[src/rtl/i2c_pkg.sv]
// Shared definitions for the I2C register-map controller: FSM encoding and counter width.
package i2c_pkg;

  localparam int CTRL_STATE_BITS = 3;
  localparam int XFER_CNT_W      = 16;

  typedef enum logic [CTRL_STATE_BITS-1:0] {
    ST_IDLE     = 3'd0,
    ST_ADDR     = 3'd1,
    ST_ADDR_ACK = 3'd2,
    ST_PTR      = 3'd3,
    ST_WDATA    = 3'd4,
    ST_RDATA    = 3'd5
  } ctrl_state_t;

  // A transaction counts as completed only once it got past the address ack.
  function automatic logic in_transfer(input ctrl_state_t s);
    return (s == ST_PTR) || (s == ST_WDATA) || (s == ST_RDATA);
  endfunction

endpackage

[src/rtl/i2c_reg_bank.sv]
// NUM_REGS x 8 register bank: two write ports (port A wins) and two registered read ports.
module i2c_reg_bank
  import i2c_pkg::*;
#(
  parameter int NUM_REGS   = 16,
  parameter int ADDR_WIDTH = $clog2(NUM_REGS)
) (
  input  logic                  clk,
  input  logic                  rst,
  input  logic                  wr_en_a,
  input  logic [ADDR_WIDTH-1:0] wr_addr_a,
  input  logic [7:0]            wr_data_a,
  input  logic                  wr_en_b,
  input  logic [ADDR_WIDTH-1:0] wr_addr_b,
  input  logic [7:0]            wr_data_b,
  input  logic [ADDR_WIDTH-1:0] rd_addr_a,
  output logic [7:0]            rd_data_a,
  input  logic [ADDR_WIDTH-1:0] rd_addr_b,
  output logic [7:0]            rd_data_b
);

  logic [7:0] regs_r [NUM_REGS];

  // Storage: port B is accepted only when port A is idle.
  always_ff @(posedge clk or posedge rst) begin
    if (rst) begin
      for (int i = 0; i < NUM_REGS; i++) begin
        regs_r[i] <= 8'h00;
      end
    end else if (wr_en_a) begin
      regs_r[wr_addr_a] <= wr_data_a;
    end else if (wr_en_b) begin
      regs_r[wr_addr_b] <= wr_data_b;
    end
  end

  // Registered read ports, no write bypass.
  always_ff @(posedge clk or posedge rst) begin
    if (rst) begin
      rd_data_a <= 8'h00;
      rd_data_b <= 8'h00;
    end else begin
      rd_data_a <= regs_r[rd_addr_a];
      rd_data_b <= regs_r[rd_addr_b];
    end
  end

endmodule

[src/rtl/i2c_reg_ctrl.sv]
// Register-map controller servicing i2c_slave events: pointer, auto-increment writes, read data.
module i2c_reg_ctrl
  import i2c_pkg::*;
#(
  parameter int NUM_REGS   = 16,
  parameter int ADDR_WIDTH = $clog2(NUM_REGS)
) (
  input  logic                  clk,
  input  logic                  rst,
  input  logic                  i2c_start_cond,
  input  logic                  i2c_stop_cond,
  input  logic                  i2c_dev_addr_match,
  input  logic                  i2c_ack,
  input  logic                  i2c_nack,
  input  logic [7:0]            i2c_din,
  output logic [7:0]            i2c_send_data,
  input  logic                  host_wr_en,
  input  logic [ADDR_WIDTH-1:0] host_wr_addr,
  input  logic [7:0]            host_wr_data,
  output logic                  host_wr_collision,
  input  logic [ADDR_WIDTH-1:0] host_rd_addr,
  output logic [7:0]            host_rd_data,
  output logic                  i2c_wr_strobe,
  output logic [ADDR_WIDTH-1:0] i2c_wr_addr,
  output logic                  busy,
  output logic [XFER_CNT_W-1:0] xfer_count
);

  ctrl_state_t           state_r, state_nxt_s;
  logic [ADDR_WIDTH-1:0] ptr_r, ptr_nxt_s;
  logic                  i2c_we_s;
  logic                  cnt_inc_s;
  logic                  host_we_s;

  // State, pointer and registered status outputs.
  always_ff @(posedge clk or posedge rst) begin
    if (rst) begin
      state_r           <= ST_IDLE;
      ptr_r             <= '0;
      busy              <= 1'b0;
      i2c_wr_strobe     <= 1'b0;
      i2c_wr_addr       <= '0;
      host_wr_collision <= 1'b0;
      xfer_count        <= '0;
    end else begin
      state_r           <= state_nxt_s;
      ptr_r             <= ptr_nxt_s;
      busy              <= (state_nxt_s != ST_IDLE);
      i2c_wr_strobe     <= i2c_we_s;
      i2c_wr_addr       <= i2c_we_s ? ptr_r : i2c_wr_addr;
      host_wr_collision <= host_wr_en & i2c_we_s;
      xfer_count        <= cnt_inc_s ? xfer_count + 16'd1 : xfer_count;
    end
  end

  // Next-state logic; start beats stop, and both beat ack/nack.
  always_comb begin
    state_nxt_s = state_r;
    ptr_nxt_s   = ptr_r;
    i2c_we_s    = 1'b0;
    cnt_inc_s   = 1'b0;
    if (i2c_start_cond) begin
      state_nxt_s = ST_ADDR;
      cnt_inc_s   = in_transfer(state_r);
    end else if (i2c_stop_cond) begin
      state_nxt_s = ST_IDLE;
      cnt_inc_s   = in_transfer(state_r);
    end else begin
      case (state_r)
        ST_IDLE: begin
          state_nxt_s = ST_IDLE;
        end
        ST_ADDR: begin
          if (i2c_dev_addr_match) state_nxt_s = ST_ADDR_ACK;
          else                    state_nxt_s = ST_ADDR;
        end
        ST_ADDR_ACK: begin
          if (i2c_ack) state_nxt_s = i2c_din[0] ? ST_RDATA : ST_PTR;
          else         state_nxt_s = ST_ADDR_ACK;
        end
        ST_PTR: begin
          if (i2c_ack) begin
            state_nxt_s = ST_WDATA;
            ptr_nxt_s   = i2c_din[ADDR_WIDTH-1:0];
          end else begin
            state_nxt_s = ST_PTR;
          end
        end
        ST_WDATA: begin
          if (i2c_ack) begin
            i2c_we_s  = 1'b1;
            ptr_nxt_s = ptr_r + ADDR_WIDTH'(1);
          end else begin
            i2c_we_s  = 1'b0;
          end
        end
        ST_RDATA: begin
          if (i2c_ack) begin
            ptr_nxt_s = ptr_r + ADDR_WIDTH'(1);
          end else if (i2c_nack) begin
            ptr_nxt_s   = ptr_r + ADDR_WIDTH'(1);
            state_nxt_s = ST_IDLE;
          end else begin
            state_nxt_s = ST_RDATA;
          end
        end
        default: begin
          state_nxt_s = ST_IDLE;
        end
      endcase
    end
  end

  assign host_we_s = host_wr_en & ~i2c_we_s;

  i2c_reg_bank #(
    .NUM_REGS   (NUM_REGS),
    .ADDR_WIDTH (ADDR_WIDTH)
  ) u_bank (
    .clk       (clk),
    .rst       (rst),
    .wr_en_a   (i2c_we_s),
    .wr_addr_a (ptr_r),
    .wr_data_a (i2c_din),
    .wr_en_b   (host_we_s),
    .wr_addr_b (host_wr_addr),
    .wr_data_b (host_wr_data),
    .rd_addr_a (ptr_r),
    .rd_data_a (i2c_send_data),
    .rd_addr_b (host_rd_addr),
    .rd_data_b (host_rd_data)
  );

endmodule

[config.mk]
export PLATFORM = sky130hd
export DESIGN_NAME = i2c_reg_ctrl
export DESIGN_NICKNAME = d
export VERILOG_FILES = /design/src/rtl/i2c_pkg.sv /design/src/rtl/i2c_reg_bank.sv /design/src/rtl/i2c_reg_ctrl.sv
export SDC_FILE = /design/constraint.sdc
export NUM_CORES = 1
export LEC_CHECK = 0
export ABC_AREA = 1
export BUFFER_PORTS_ARGS = -buffer_cell sky130_fd_sc_hd__clkbuf_2
export CORE_AREA = 2 2 165 167
export DETAILED_ROUTE_END_ITERATION = 6
export DIE_AREA = 0 0 167 169
export GPL_TIMING_DRIVEN = 1
export PLACE_DENSITY = 0.71
export SYNTH_ARGS = -nofsm -noshare
export SYNTH_HDL_FRONTEND = slang
export SYNTH_SLANG_ARGS = --single-unit
[constraint.sdc]
create_clock -name clk -period 6.5 [get_ports clk]
set_clock_uncertainty 0.15 [all_clocks]
set_input_delay 0 -clock clk [delete_from_list [all_inputs] [get_ports clk]]
set_output_delay 0 -clock clk [all_outputs]
set_load 0.1 [all_outputs]
# Word-level counts from Yosys, hierarchy flattened
# Cells that the tools add are included.
[op_classes]
addsub = 2
n_mul = 0
n_div = 0
n_lt_le_gt_ge = 5
n_eq_ne = 8
n_shift = 0
n_mux = 34
bitwise_logic = 8
n_reduce_logical = 8
[op_table]
columns = ["op", "count"]
rows = [
  ["128-bit bitwise mux", 2],
  ["128-bit two-way mux", 2],
  ["8-bit binary-select mux with 4-bit select", 2],
  ["8-bit demux with 4-bit select", 2],
  ["8-bit two-way mux", 6],
  ["3-bit two-way mux", 7],
  ["16-bit by 1-bit adder with 16-bit output, second input constant", 1],
  ["4-bit two-way mux", 4],
  ["5-bit >= comparator, second input constant", 3],
  ["4-bit inverter with 5-bit output", 3],
  ["3-bit one-hot mux with 5 select lines", 1],
  ["4-bit one-hot mux with 3 select lines", 1],
  ["5-bit by 1-bit < comparator with 1-bit output, second input constant", 2],
  ["3-bit by 2-bit equality test with 1-bit output, second input constant", 2],
  ["3-bit equality test, second input constant", 2],
  ["1-bit two-way mux", 6],
  ["6-bit AND reduction", 1],
  ["3-bit nonzero test", 2],
  ["4-bit by 1-bit adder with 4-bit output, second input constant", 1],
  ["2-bit != test, second input constant", 2],
  ["3-bit by 1-bit equality test with 1-bit output, second input constant", 1],
  ["3-bit != test, second input constant", 1],
  ["1-bit inverter", 3],
  ["1-bit bitwise AND", 2],
  ["4 further kinds", 6],
]
[word_totals]
register_bits = 174
latchBits = 0
ram_bits = 0
mem_bits_ro = 0
in_bits = 32
output_inout_bits = 39
wordCells = 90
mem_count = 0

# Logic depth before layout (Yosys ltp)
# Gate-level depths: netlist (run 1).
[depth]
depth_word = 8
ltp_mapped = 11
mapped_depth_nobuf = 9

# Cells and area by module
# From an unflattened synthesis (run 1), not the netlist that was laid out.
[hier_totals]
hier_cells = 1741
hier_area_um2 = 11373.4
[modules_own_cells]
columns = ["module", "n_inst", "cells_per_inst", "area_each_um2", "seq_area_each_um2"]
rows = [
  ["i2c_reg_bank", 1, 1497, 9650.5, 3603.5],
  ["i2c_reg_ctrl", 1, 244, 1722.9, 750.7],
]

# Worst setup path after synthesis (run 1)
# OpenSTA, ideal clock, no wires.
[synth_timing]
path_kind = "register to register"
startpoint = "register ptr_r[1]"
endpoint = "register u_bank.regs_r[24] (netlist name)"
setup_time_ns = 0.118
arrival_ns = 2.037
required_time_ns = 6.232
slack_ns = 4.195
path_stages_with_launch = 12
n_path_buf = 2
period_less_slack_ns = 2.305
path_cell_list = "dfrtp_1 buf_2 clkinv_1 clkbuf_1 ha_1 inv_1 nor2_2 nand3_1 nand2_2 nand2_2 nand2_1 nand2_1"
[synth_between]
elab_chain_cells = 7
elab_cells_between_ends = 8
cone_classes = "order compare: 2; mux: 4; bitwise: 1; reduce/logical: 1"
[synth_lines]
columns = ["item", "line_no", "text"]
rows = [
  ["start: declaration", "i2c_reg_ctrl.sv:30", "logic [ADDR_WIDTH-1:0] ptr_r, ptr_nxt_s;"],
  ["start signal: assignment", "i2c_reg_ctrl.sv:47", "ptr_r <= ptr_nxt_s;"],
  ["4-bit inverter with 5-bit output (not written as such) (*)", "i2c_reg_bank.sv:31", "regs_r[wr_addr_a] <= wr_data_a;"],
  ["5-bit >= comparator (not written as such) or 5-bit by 1-bit < comparator with 1-bit output (tied branches)", "i2c_reg_bank.sv:31", ""],
  ["1-bit logical AND (not written as such)", "i2c_reg_bank.sv:31", ""],
  ["8-bit two-way mux (not written as such)", "i2c_reg_bank.sv:31", ""],
  ["8-bit demux with 4-bit select (*)", "i2c_reg_bank.sv:31", ""],
  ["128-bit bitwise mux (*)", "i2c_reg_bank.sv:31", ""],
  ["128-bit two-way mux (*)", "i2c_reg_bank.sv:30", "end else if (wr_en_a) begin"],
  ["end signal: indexed assignment", "i2c_reg_bank.sv:31", ""],
  ["end signal: indexed assignment", "i2c_reg_bank.sv:33", "regs_r[wr_addr_b] <= wr_data_b;"],
  ["end: declaration", "i2c_reg_bank.sv:22", "logic [7:0] regs_r [NUM_REGS];"],
]
# Every way passes the cells marked *; elsewhere a longest branch is shown, timed or not.
# A chain may end at the register's enable or synchronous reset.

# Worst setup path in the final report (run 1)
[layout_timing]
startpoint = "register ptr_r[0]"
endpoint = "register u_bank.regs_r[10] (netlist name)"
# Same word-level chain as after synthesis.

==> metrics.md, run 1 <==
| Metric | Value |
|---|---|
| Outcome | complete, no violations |
| Vias in the first global route | 11500 |
| Switching Share | 43.1% |
| H-tree depth | 4 |
| Yosys top cell area share | 37.1% |
| Multi-input gate area in the final layout | 0.00621 mm2 |
| # port buffers | 70 |
| Switching power total | 1.62 mW |
| FF+latch count, synth | 174 |
| Hold WC Path Type | in -> reg |
| Dpl cells | 1991 |
| Non-filler cells in the finished layout | 2036 |
| Final Max Slew Viols | 0 |
| Synth Instances | 1699 |
| Starting DRT DRC Count | 1723 |
| Slowest stage delay, CP | 0.72 ns |
| Final min period | 3.68 ns |
| CP max-delay cell | dfrtp_4 |
| Utilization after layout | 47.8% |
| RSZ-0062 raised after global routing | false |
| Arr. time, crit path | 3.86 ns |
| Grt ovf | 0 |
| CP Cell Sequence | buf_4 > inv_1 > ha_1 > inv_1 > nor2_1 > nand2_2 > clkinv_1 > nand2_1 > nand3_1 |
| Max-cap violations | 0 |
| Crit Path Max Fanout | 81 |
| Yosys cell types | 31 |
| Setup crit start | ptr_r[0]$_DFFE_PP0P_ |
| Aggregate global-route resource usage | 29.7% |
| Starting Density | 44.3% |
| Internal power | 2.14 mW |
| TritonCTS clock tree | built |
| Power Density | 297 mW/mm2 |
| Reg2Reg Depth | 9 |
| Syn. warnings | 0 |
| Setup crit start kind | flop |
| Slew HR | 20.1% |
| Final hold violations | 0 |
| I/O Pins | 71 |
| Reg2Reg Setup Slack | 2.82 ns |
| Area leader, netlist | dfrtp_1 |
| Critical path's top delay family | buffers and inverters |
| Detailed-route via count | 12500 |
| First-pass DRT Iterations | 7 |
| Layout cells sized above 1 | 9.91% |
| Clock share of power | 29.1% |
| Worst flop-to-flop path startpoint | ptr_r[0]$_DFFE_PP0P_ |
| Initial antenna violation count | 1 |
| Area Growth Syn to Fin | 7.89% |
| First-pass GRT wire length | 65700 um |
| Peak VDD IR | 0.382 mV |
| Max Clk Rate | 272 MHz |
| Seq/Total Area, Yosys | 37.1% |
| Clock Latency Late Sink | 0.45 ns |
| Area contributors post-synth | dfrtp_1, nand2_1, nand3_1 |
| Syn nets | 1736 |
| # diodes | 0 |
| Clk slew on worst S/H paths | 0.07 ns |
| Sequential Power Share | 38.0% |
| Setup crit end | u_bank.regs_r[10]$_DFFE_PP0P_ |
| Place WS | 3.01 ns |
| Setup TNS | 0 ns |
| Post-CTS setup buffers | 0 |
| Largest net degree at the start of global routing | 129 |
| WP buf/inv | 4 |
| Cell repeated most along the worst path | inv_1 |
| Final WS setup | 2.82 ns |
| Pleak | 6.02 nW |
| WL final | 41600 um |
| CTS Hold Bufs | 13 |
| CTS max path bufs | 2 |
| Nets | 1719 |
| Post-CTS sizing | 0 |
| Core area | 0.0265 mm2 |
| Number of vias per cell | 6.15 |
| Critical Path RT | 6.67 ns |
| Horiz. Die Dim | 167 um |
| Syn avg cell area | 6.91 um2 |
| DRC Markers | 0 |
| Avg WL per Cell | 20.5 um |
| HPWL after DPL | 26500 um |
| Worst Tran Pin Value | 1.20 ns |
| Setup-failing EPs final | 0 |
| Die span in y | 169 um |
| Register area | 0.00436 mm2 |
| CP Depth | 9 |
| Post-DRT Antenna Nets | 0 |
| Combinational power share | 32.9% |
| FP Rows | 60 |
| Clock root buffer | clkbuf_16 |
| Die area | 0.0282 mm2 |
| Crit Path Class | reg -> reg |
| Reg2reg end | u_bank.regs_r[10]$_DFFE_PP0P_ |
| FILL cells | 2685 |
| Fin crit share | 56.6% |
| CTS buffer count | 17 |
| Sink Count | 174 |
| Setup crit end kind | flop |
| GP Congestion | 0.990 |
| Mapped cell area | 0.0117 mm2 |
==> layout by cell type (no fill, tap or decap), types with 13 or more instances in the layout <==
cell type,Yosys,final
clkbuf_16,0,17
inv_2,13,13
nand2_1,451,451
nand2_2,17,17
o21ai_0,76,76
dlygate4sd3_1,0,13
o211ai_1,74,74
clkbuf_2,0,68
nand4_1,139,139
a21oi_1,39,39
inv_1,123,122
dfrtp_1,174,173
nand3_1,329,329
nor2_1,85,85
==> cell usage after synthesis <==
cell,number
nor2_2,6
inv_2,13
a21oi_1,39
o21ai_0,76
o21ai_1,11
buf_2,15
xnor2_1,2
inv_1,123
nand3_1,329
nand2_2,17
buf_8,2
buf_4,6
clkbuf_1,60
buf_1,28
nand3_2,9
nor2_8,2
clkinv_1,4
dfrtp_1,174
nor2_1,85
nand2_1,451
nand2_4,1
nand2_8,1
ha_1,5
o211ai_1,74
nand3_4,1
buf_6,15
nor2_4,5
nand4_1,139
inv_4,2
a31oi_1,1
xor2_1,3
==> flip-flops by register name, indices dropped and copies added (netlist names) <==
signal and count:
busy 1, state_r 3, i2c_wr_strobe 1, u_bank.rd_data_b 8, ptr_r 4, xfer_count 16
i2c_wr_addr 4, u_bank.regs_r 128, host_wr_collision 1, u_bank.rd_data_a 8
==> cell families (layout without fill, tap and decap cells) <==
logic type,count (synthesis),count (layout),share of synthesized area (%)
xor gates and xnor gates,5,5,0.373
buffers and inverters,268,264,10.1
AOI/OAI and AO/OA,201,201,10.2
adders and majority gates,5,5,0.533
DFF,174,174,37.1
and+or+nand+nor,1046,1046,41.8
==> power groups by stage <==
stage / clock network (mW) / logic [mW] / registers [mW]
floorplan: 0 / 0.614 / 1.73
global placement: 0 / 1.18 / 1.44
detailed placement: 0 / 1.20 / 1.44
CTS: 1.09 / 1.21 / 1.42
global route: 1.15 / 1.33 / 1.45
finish: 1.09 / 1.24 / 1.43
==> area by class of cell <==
cell class              instances  share of cell area (%)
clock buffers                  19                    3.57
clock inverters                13                    1.18
inverters                     142                    4.28
multi-input cells            1257                    49.0
flip-flops and latches        174                    34.4
well taps                     341                    3.37
repair buffers                 90                    4.24
==> through the flow <==
| stage | total power, mW | hold slack, ns | area [um2] |
|---|---|---|---|
| final | 3.76 | 0.0567 | 12700 |
| after global routing | 3.92 | 0.0669 | 12700 |
| after CTS | 3.73 | 0.0308 | 12700 |
| after detailed placement | 2.64 | 0.0586 | 11900 |
| after global placement | 2.62 | 0.0567 | 11900 |
| after floorplan | 2.34 | -0.0483 | 11700 |
==> worst register-to-register path, delay by kind of cell (launching register included) <==
kind          cells  cell delay (ns)
fa+ha+maj         1             0.57
simple gates      4             0.46
flops             1             0.72
buf+inv           4             1.67
==> worst min path at each step <==
stage	start	to	slack [ns]	depth (start not counted)
after floorplan	i2c_start_cond	state_r[0]$_DFF_PP0_	-0.05	2
after global placement	i2c_start_cond	state_r[0]$_DFF_PP0_	0.06	3
after detailed placement	i2c_start_cond	state_r[0]$_DFF_PP0_	0.06	3
after CTS	host_wr_data[1]	u_bank.regs_r[1]$_DFFE_PP0P_	0.03	3
after global routing	i2c_din[7]	u_bank.regs_r[87]$_DFFE_PP0P_	0.07	3
final	host_wr_addr[3]	u_bank.regs_r[54]$_DFFE_PP0P_	0.06	7
==> per-layer routing <==
metal	part of all wire (%)	up-vias	global-route usage (%)
li1	-	5764	-
met1	40	5778	39.9
met4	5.4	0	16.1
met5	0	-	0
met3	12	169	7.39
met2	43	802	44.1
(Power assumes the default switching activity.)
==> run 2, diff against run 1 <==
--- a/config.mk
+++ b/config.mk
@@ -11,7 +11,7 @@
 export DETAILED_ROUTE_END_ITERATION = 6
 export DIE_AREA = 0 0 167 169
 export GPL_TIMING_DRIVEN = 1
-export PLACE_DENSITY = 0.71
+export PLACE_DENSITY = 0.74
 export SYNTH_ARGS = -nofsm -noshare
 export SYNTH_HDL_FRONTEND = slang
 export SYNTH_SLANG_ARGS = --single-unit
==> constraint.sdc (replaced) <==
create_clock -name clk -period 3.2 [get_ports clk]
set_clock_uncertainty 0.15 [all_clocks]
set_input_delay 0 -clock clk [delete_from_list [all_inputs] [get_ports clk]]
set_output_delay 0 -clock clk [all_outputs]
set_load 0.1 [all_outputs]
==> metrics.md, run 2 (same netlist as run 1, synthesis figures left out) <==
| Metric | Value |
|---|---|
| TritonCTS clock tree | built |
| Avg WL per Cell | 21.1 um (+3.2%) |
| FILL cells | 2622 (-2.3%) |
| Largest Register | u_bank.regs_r |
| HPWL after DPL | 27800 um (+4.9%) |
| I/O Pins | 71 (unchanged) |
| Setup crit start kind | flop |
| Vias in the first global route | 11800 (+2.8%) |
| RSZ-0062 raised after global routing | false |
| # port buffers | 70 (unchanged) |
| Final Max Slew Viols | 0 (unchanged) |
| First-pass DRT Iterations | 7 (unchanged) |
| CTS max path bufs | 2 (unchanged) |
| Multi-input gate area in the final layout | 0.00621 mm2 (unchanged) |
| Number of vias per cell | 6.31 (+2.7%) |
| Setup TNS | 0 ns (unchanged) |
| Place WS | 0.760 ns (-2.25 ns) |
| Setup-failing EPs final | 0 (unchanged) |
| Aggregate global-route resource usage | 30.6% (+0.87 points) |
| # diodes | 0 (unchanged) |
| H-tree depth | 4 (unchanged) |
| CTS Hold Bufs | 12 (-1) |
| Arr. time, crit path | 2.71 ns (-1.15 ns) |
| Post-route cell area | 0.0129 mm2 (+1.4%) |
| Core area | 0.0265 mm2 (unchanged) |
| Starting DRT DRC Count | 1901 (+10%) |
| Die area | 0.0282 mm2 (unchanged) |
| DRC Markers | 3 (+3) |
| Area Growth Syn to Fin | 9.40% |
| Leading cell type in the layout, fill and taps excluded | nand2_1 |
| Largest register FFs | 128 (unchanged) |
| First-pass GRT wire length | 67600 um (+2.9%) |
| Peak VDD IR | 0.956 mV (+150%) |
| FP Rows | 60 (unchanged) |
| Horiz. Die Dim | 167 um (unchanged) |
| CP max-delay cell | dfrtp_4 |
| Power Density | 591 mW/mm2 (+99%) |
| Max Clk Rate | 396 MHz (+46%) |
| Final min period | 2.52 ns (-1.16 ns) |
| Largest registers | u_bank.regs_r: 128 flops, xfer_count: 16 flops |
| CTS buffer count | 17 (unchanged) |
| Dpl cells | 2012 (+1.1%) |
| Register area | 0.00436 mm2 (unchanged) |
| GP Congestion | 0.974 (-1.6%) |
| Most frequent cells in the layout | nand2_1, nand3_1, dfrtp_1 |
| Clock root buffer | clkbuf_16 |
| Largest net degree at the start of global routing | 113 (-12%) |
| Critical Path RT | 3.39 ns (-3.28 ns) |
| Crit Path Class | reg -> reg |
| Starting Density | 44.3% (unchanged) |
| Tot Pwr | 7.60 mW (+100%) |
| Failing checks | DRC |
| Clk slew on worst S/H paths | 0.08 ns (about the same) |
| Clock Latency Late Sink | 0.45 ns (about the same) |
| Initial antenna violation count | 1 (unchanged) |
| Setup crit end kind | flop |
| CP Cell Sequence | inv_1 > buf_4 > ha_1 > buf_4 > inv_1 > nor2_2 > nand3_1 > nand2_2 > nand2_2 > nand2_1 > nand2_1 |
| Cells on Worst Hold Path | 7 (unchanged) |
| Detailed-route via count | 13000 (+3.7%) |
| Die span in y | 169 um (unchanged) |
| WL final | 43400 um (+4.2%) |
| Pleak | 6.12 nW (+1.6%) |
| Post-DRT Antenna Nets | 0 (unchanged) |
| Non-filler cells in the finished layout | 2055 (+0.93%) |
| Final WS setup | 0.678 ns (-2.14 ns) |
| Worst Tran Pin Value | 0.790 ns (-0.408 ns) |
| Sink Count | 174 (unchanged) |
| Slowest stage delay, CP | 0.52 ns (-0.20 ns) |
| Hold WC Path Type | in -> reg |
| Nets | 1739 (+1.2%) |
| Layout cells sized above 1 | 11.0% (+1.1 points) |
| Outcome | finished with violations |
| Grt ovf | 0 (unchanged) |
| Fin crit share | 78.8% (+22 points) |
| Crit Path Max Fanout | 14 (-83%) |
| Post-CTS sizing | 0 (unchanged) |
| Reg2Reg Depth | 11 (+2) |
| Slew HR | 47.1% (+27 points) |
| Max-cap violations | 0 (unchanged) |
| Placed Area | 0.0122 mm2 (+1.9%) |
| Final hold violations | 0 (unchanged) |
| Post-CTS setup buffers | 0 (unchanged) |
## run 2: changes by cell type in the layout (fill, tap and decap cells not counted), sizes merged
cell	change
dlygate4sd3	-1
bufinv	-1
buf	+21
clkbuf	-2
clkinvlp	+4
inv	-2
## run 2: final cells by class
class / instances / share of cell area [%]
Sequential cell: 174 / 33.9
Clock inverter: 14 / 1.04
Tap cell: 341 / 3.32
Inverter: 142 / 4.22
Clock buffer: 17 / 3.31
Timing Repair Buffer: 110 / 5.92
Multi-Input combinational cell: 1257 / 48.3
## run 2: report_power, final
part / total, mW / internal [mW] / switching, mW
logic: 2.60 / 0.612 / 1.99
clock network: 2.07 / 1.08 / 0.992
registers: 2.92 / 2.56 / 0.356
total: 7.60 / 4.26 / 3.34
## run 2: critical path: cells and delay by family (launching register included)
family	cells	cell delay, ns
flops	1	0.52
simple gates	6	0.97
fa+ha+maj	1	0.17
buf+inv	4	0.60
## run 2: final timing paths
check,slack (ns),startpoint,to
min in group asynchronous,0.06,rst,u_bank.rd_data_a[4]$_DFF_PP0_
worst min-delay path,0.05,host_wr_addr[3],u_bank.regs_r[52]$_DFFE_PP0P_
worst max register to register,0.68,ptr_r[0]$_DFFE_PP0P_,u_bank.regs_r[26]$_DFFE_PP0P_
max in group asynchronous,2.19,rst,ptr_r[0]$_DFFE_PP0P_
worst min register to register,0.35,i2c_wr_addr[3]$_DFFE_PP0P_,i2c_wr_addr[3]$_DFFE_PP0P_
worst max-delay path,0.68,ptr_r[0]$_DFFE_PP0P_,u_bank.regs_r[26]$_DFFE_PP0P_
## run 2: layer usage
metal	GRT usage (%)	wire (um)
met5	0	0
met4	17.1	2810
met3	8.28	6020
met1	40.1	16100
met2	45.8	18500
## run 2: metrics by stage
stage,hold WS [ns],util (%)
floorplan,-0.0483,-
global placement,0.0279,45.9
detailed placement,0.0114,45.9
CTS,0.0265,48.5
global route,0.0714,48.5
finish,0.0518,48.5
==> run 3, diff against run 2 <==
==> constraint.sdc (replaced) <==
create_clock -name clk -period 2.3 [get_ports clk]
set_clock_uncertainty 0.15 [all_clocks]
set_input_delay 0 -clock clk [delete_from_list [all_inputs] [get_ports clk]]
set_output_delay 0 -clock clk [all_outputs]
set_load 0.1 [all_outputs]
==> metrics.md, run 3 (same netlist as run 1, synthesis figures left out) <==
| Metric | Value |
|---|---|
| First-pass GRT wire length | 67800 um (+0.36%) |
| Power Density | 825 mW/mm2 (+40%) |
| Worst Tran Pin Value | 0.823 ns (+0.0332 ns) |
| Outcome | complete, no violations |
| Final hold violations | 0 (unchanged) |
| WL final | 43300 um (-0.33%) |
| Die span in y | 169 um (unchanged) |
| Setup crit end kind | flop |
| Starting Density | 44.3% (unchanged) |
| Largest Register | u_bank.regs_r |
| Nets | 1761 (+1.3%) |
| Area Growth Syn to Fin | 11.9% |
| Crit Path Class | reg -> reg |
| I/O Pins | 71 (unchanged) |
| Clock root buffer | clkbuf_16 |
| CP max-delay cell | dfrtp_4 |
| Largest net degree at the start of global routing | 121 (+7.1%) |
| Aggregate global-route resource usage | 30.8% (+0.25 points) |
| Slew HR | 45.0% (-2.1 points) |
| Met3 WL | 5170 um (-14%) |
| Horiz. Die Dim | 167 um (unchanged) |
| Met1 wire length | 16200 um (+0.79%) |
| Leading cell type in the layout, fill and taps excluded | nand2_1 |
| Final min period | 2.17 ns (-0.349 ns) |
| GP Congestion | 0.984 (+1.0%) |
| First-pass DRT Iterations | 6 (-1) |
| Place WS | 0.153 ns (-0.606 ns) |
| Critical Path RT | 2.47 ns (-0.92 ns) |
| Pleak | 6.28 nW (+2.6%) |
| Initial antenna violation count | 0 (-1) |
| HPWL after DPL | 28700 um (+3.2%) |
| CTS buffer count | 17 (unchanged) |
| FP Rows | 60 (unchanged) |
| Max-cap violations | 0 (unchanged) |
| Arr. time, crit path | 2.35 ns (-0.36 ns) |
| Vias in the first global route | 12100 (+2.1%) |
| Layout cells sized above 1 | 12.0% (+1.1 points) |
| Slowest stage delay, CP | 0.53 ns (about the same) |
| Utilization after layout | 49.6% (+1.1 points) |
| Avg WL per Cell | 20.8 um (-1.4%) |
| Core area | 0.0265 mm2 (unchanged) |
| H-tree depth | 4 (unchanged) |
| Fin crit share | 94.5% (+16 points) |
| Max Clk Rate | 460 MHz (+16%) |
| Die area | 0.0282 mm2 (unchanged) |
| Number of vias per cell | 6.21 (-1.6%) |
| Final Max Slew Viols | 0 (unchanged) |
| Wire length on met2 | 18700 um (+1.0%) |
| Grt ovf | 0 (unchanged) |
| DRC Markers | 0 (-3) |
| Most frequent cells in the layout | nand2_1, nand3_1, dfrtp_1 |
| Post-DRT Antenna Nets | 0 (unchanged) |
| Hold_ws | 0.0397 ns (-0.0121 ns) |
| Sink Count | 174 (unchanged) |
| Reg2Reg Depth | 9 (-2) |
| Post-CTS setup buffers | 0 (unchanged) |
| CP Cell Sequence | inv_1 > ha_1 > inv_1 > nor2_4 > nand3_1 > nand2_2 > nand2_2 > nand2_1 > nand2_1 |
| Crit Path Max Fanout | 9 (-5) |
| Starting DRT DRC Count | 1552 (-18%) |
| Peak VDD IR | 1.59 mV (+66%) |
| Clk slew on worst S/H paths | 0.07 ns (about the same) |
| Cells on Worst Hold Path | 5 (-2) |
| Setup-failing EPs final | 0 (unchanged) |
| Detailed-route via count | 12900 (-0.52%) |
| Final WS setup | 0.127 ns (-0.551 ns) |
| Largest registers | u_bank.regs_r: 128 flops, xfer_count: 16 flops |
| CTS max path bufs | 2 (unchanged) |
| Setup crit start kind | flop |
| Top Layer Used | met4 |
| Tot Pwr | 10.8 mW (+43%) |
| Largest register FFs | 128 (unchanged) |
| # diodes | 0 (unchanged) |
| Setup TNS | 0 ns (unchanged) |
| TritonCTS clock tree | built |
| Hold WC Path Type | in -> reg |
| # port buffers | 70 (unchanged) |
| Clock Latency Late Sink | 0.45 ns (about the same) |
==> run 3: worst paths after layout <==
kind,start,to,slack [ns]
worst max-delay path,ptr_r[0]$_DFFE_PP0P_,u_bank.regs_r[25]$_DFFE_PP0P_,0.13
worst min register to register,u_bank.regs_r[66]$_DFFE_PP0P_,u_bank.regs_r[66]$_DFFE_PP0P_,0.36
worst min-delay path,host_rd_addr[2],u_bank.rd_data_b[4]$_DFF_PP0_,0.04
worst max register to register,ptr_r[0]$_DFFE_PP0P_,u_bank.regs_r[25]$_DFFE_PP0P_,0.13
max in group asynchronous,rst,u_bank.regs_r[41]$_DFFE_PP0P_,1.20
min in group asynchronous,rst,u_bank.rd_data_a[4]$_DFF_PP0_,0.11
==> run 3: worst max-delay path: cells and delay by family, from the launching register on <==
| family | cells | cell delay, ns |
|---|---|---|
| adder cells (fa/ha/maj) | 1 | 0.24 |
| AND/OR/NAND/NOR | 6 | 0.79 |
| flip-flops | 1 | 0.53 |
| buffers and inverters | 2 | 0.35 |
==> run 3: per-stage QoR <==
stage | instance area [um2] | cells
floorplan | 11800 | 1699
detailed placement | 12400 | 2033
finish | 13100 | 2077
global route | 13100 | 2077
CTS | 13100 | 2077
global placement | 12400 | 2033
==> run 3: what timing repair did <==
item                                    4_1_cts  5_1_grt
endpoints found under the hold margin        64        0
gates resized for setup                       0        2
hold buffers                                 13        0
endpoints found under the setup margin        0        8
==> run 3: metal layers <==
metal | vias up | track usage, %
met4 | 0 | 20.1
met3 | 202 | 7.76
met5 | - | 0
met1 | 5992 | 39.0
li1 | 5842 | -
met2 | 870 | 47.0
==> run 3: power breakdown <==
group	internal, mW	switching, mW
logic	0.905	2.79
clock network	1.74	1.38
registers	3.57	0.468
==> run 3: layout make-up <==
class / instances / area (um2)
Inverter: 142 / 546
Tap cell: 341 / 427
Clock inverter: 13 / 181
Fill cell: 2617 / 13400
Multi-Input combinational cell: 1257 / 6210
Sequential cell: 174 / 4360
Clock buffer: 18 / 429
Timing Repair Buffer: 132 / 991
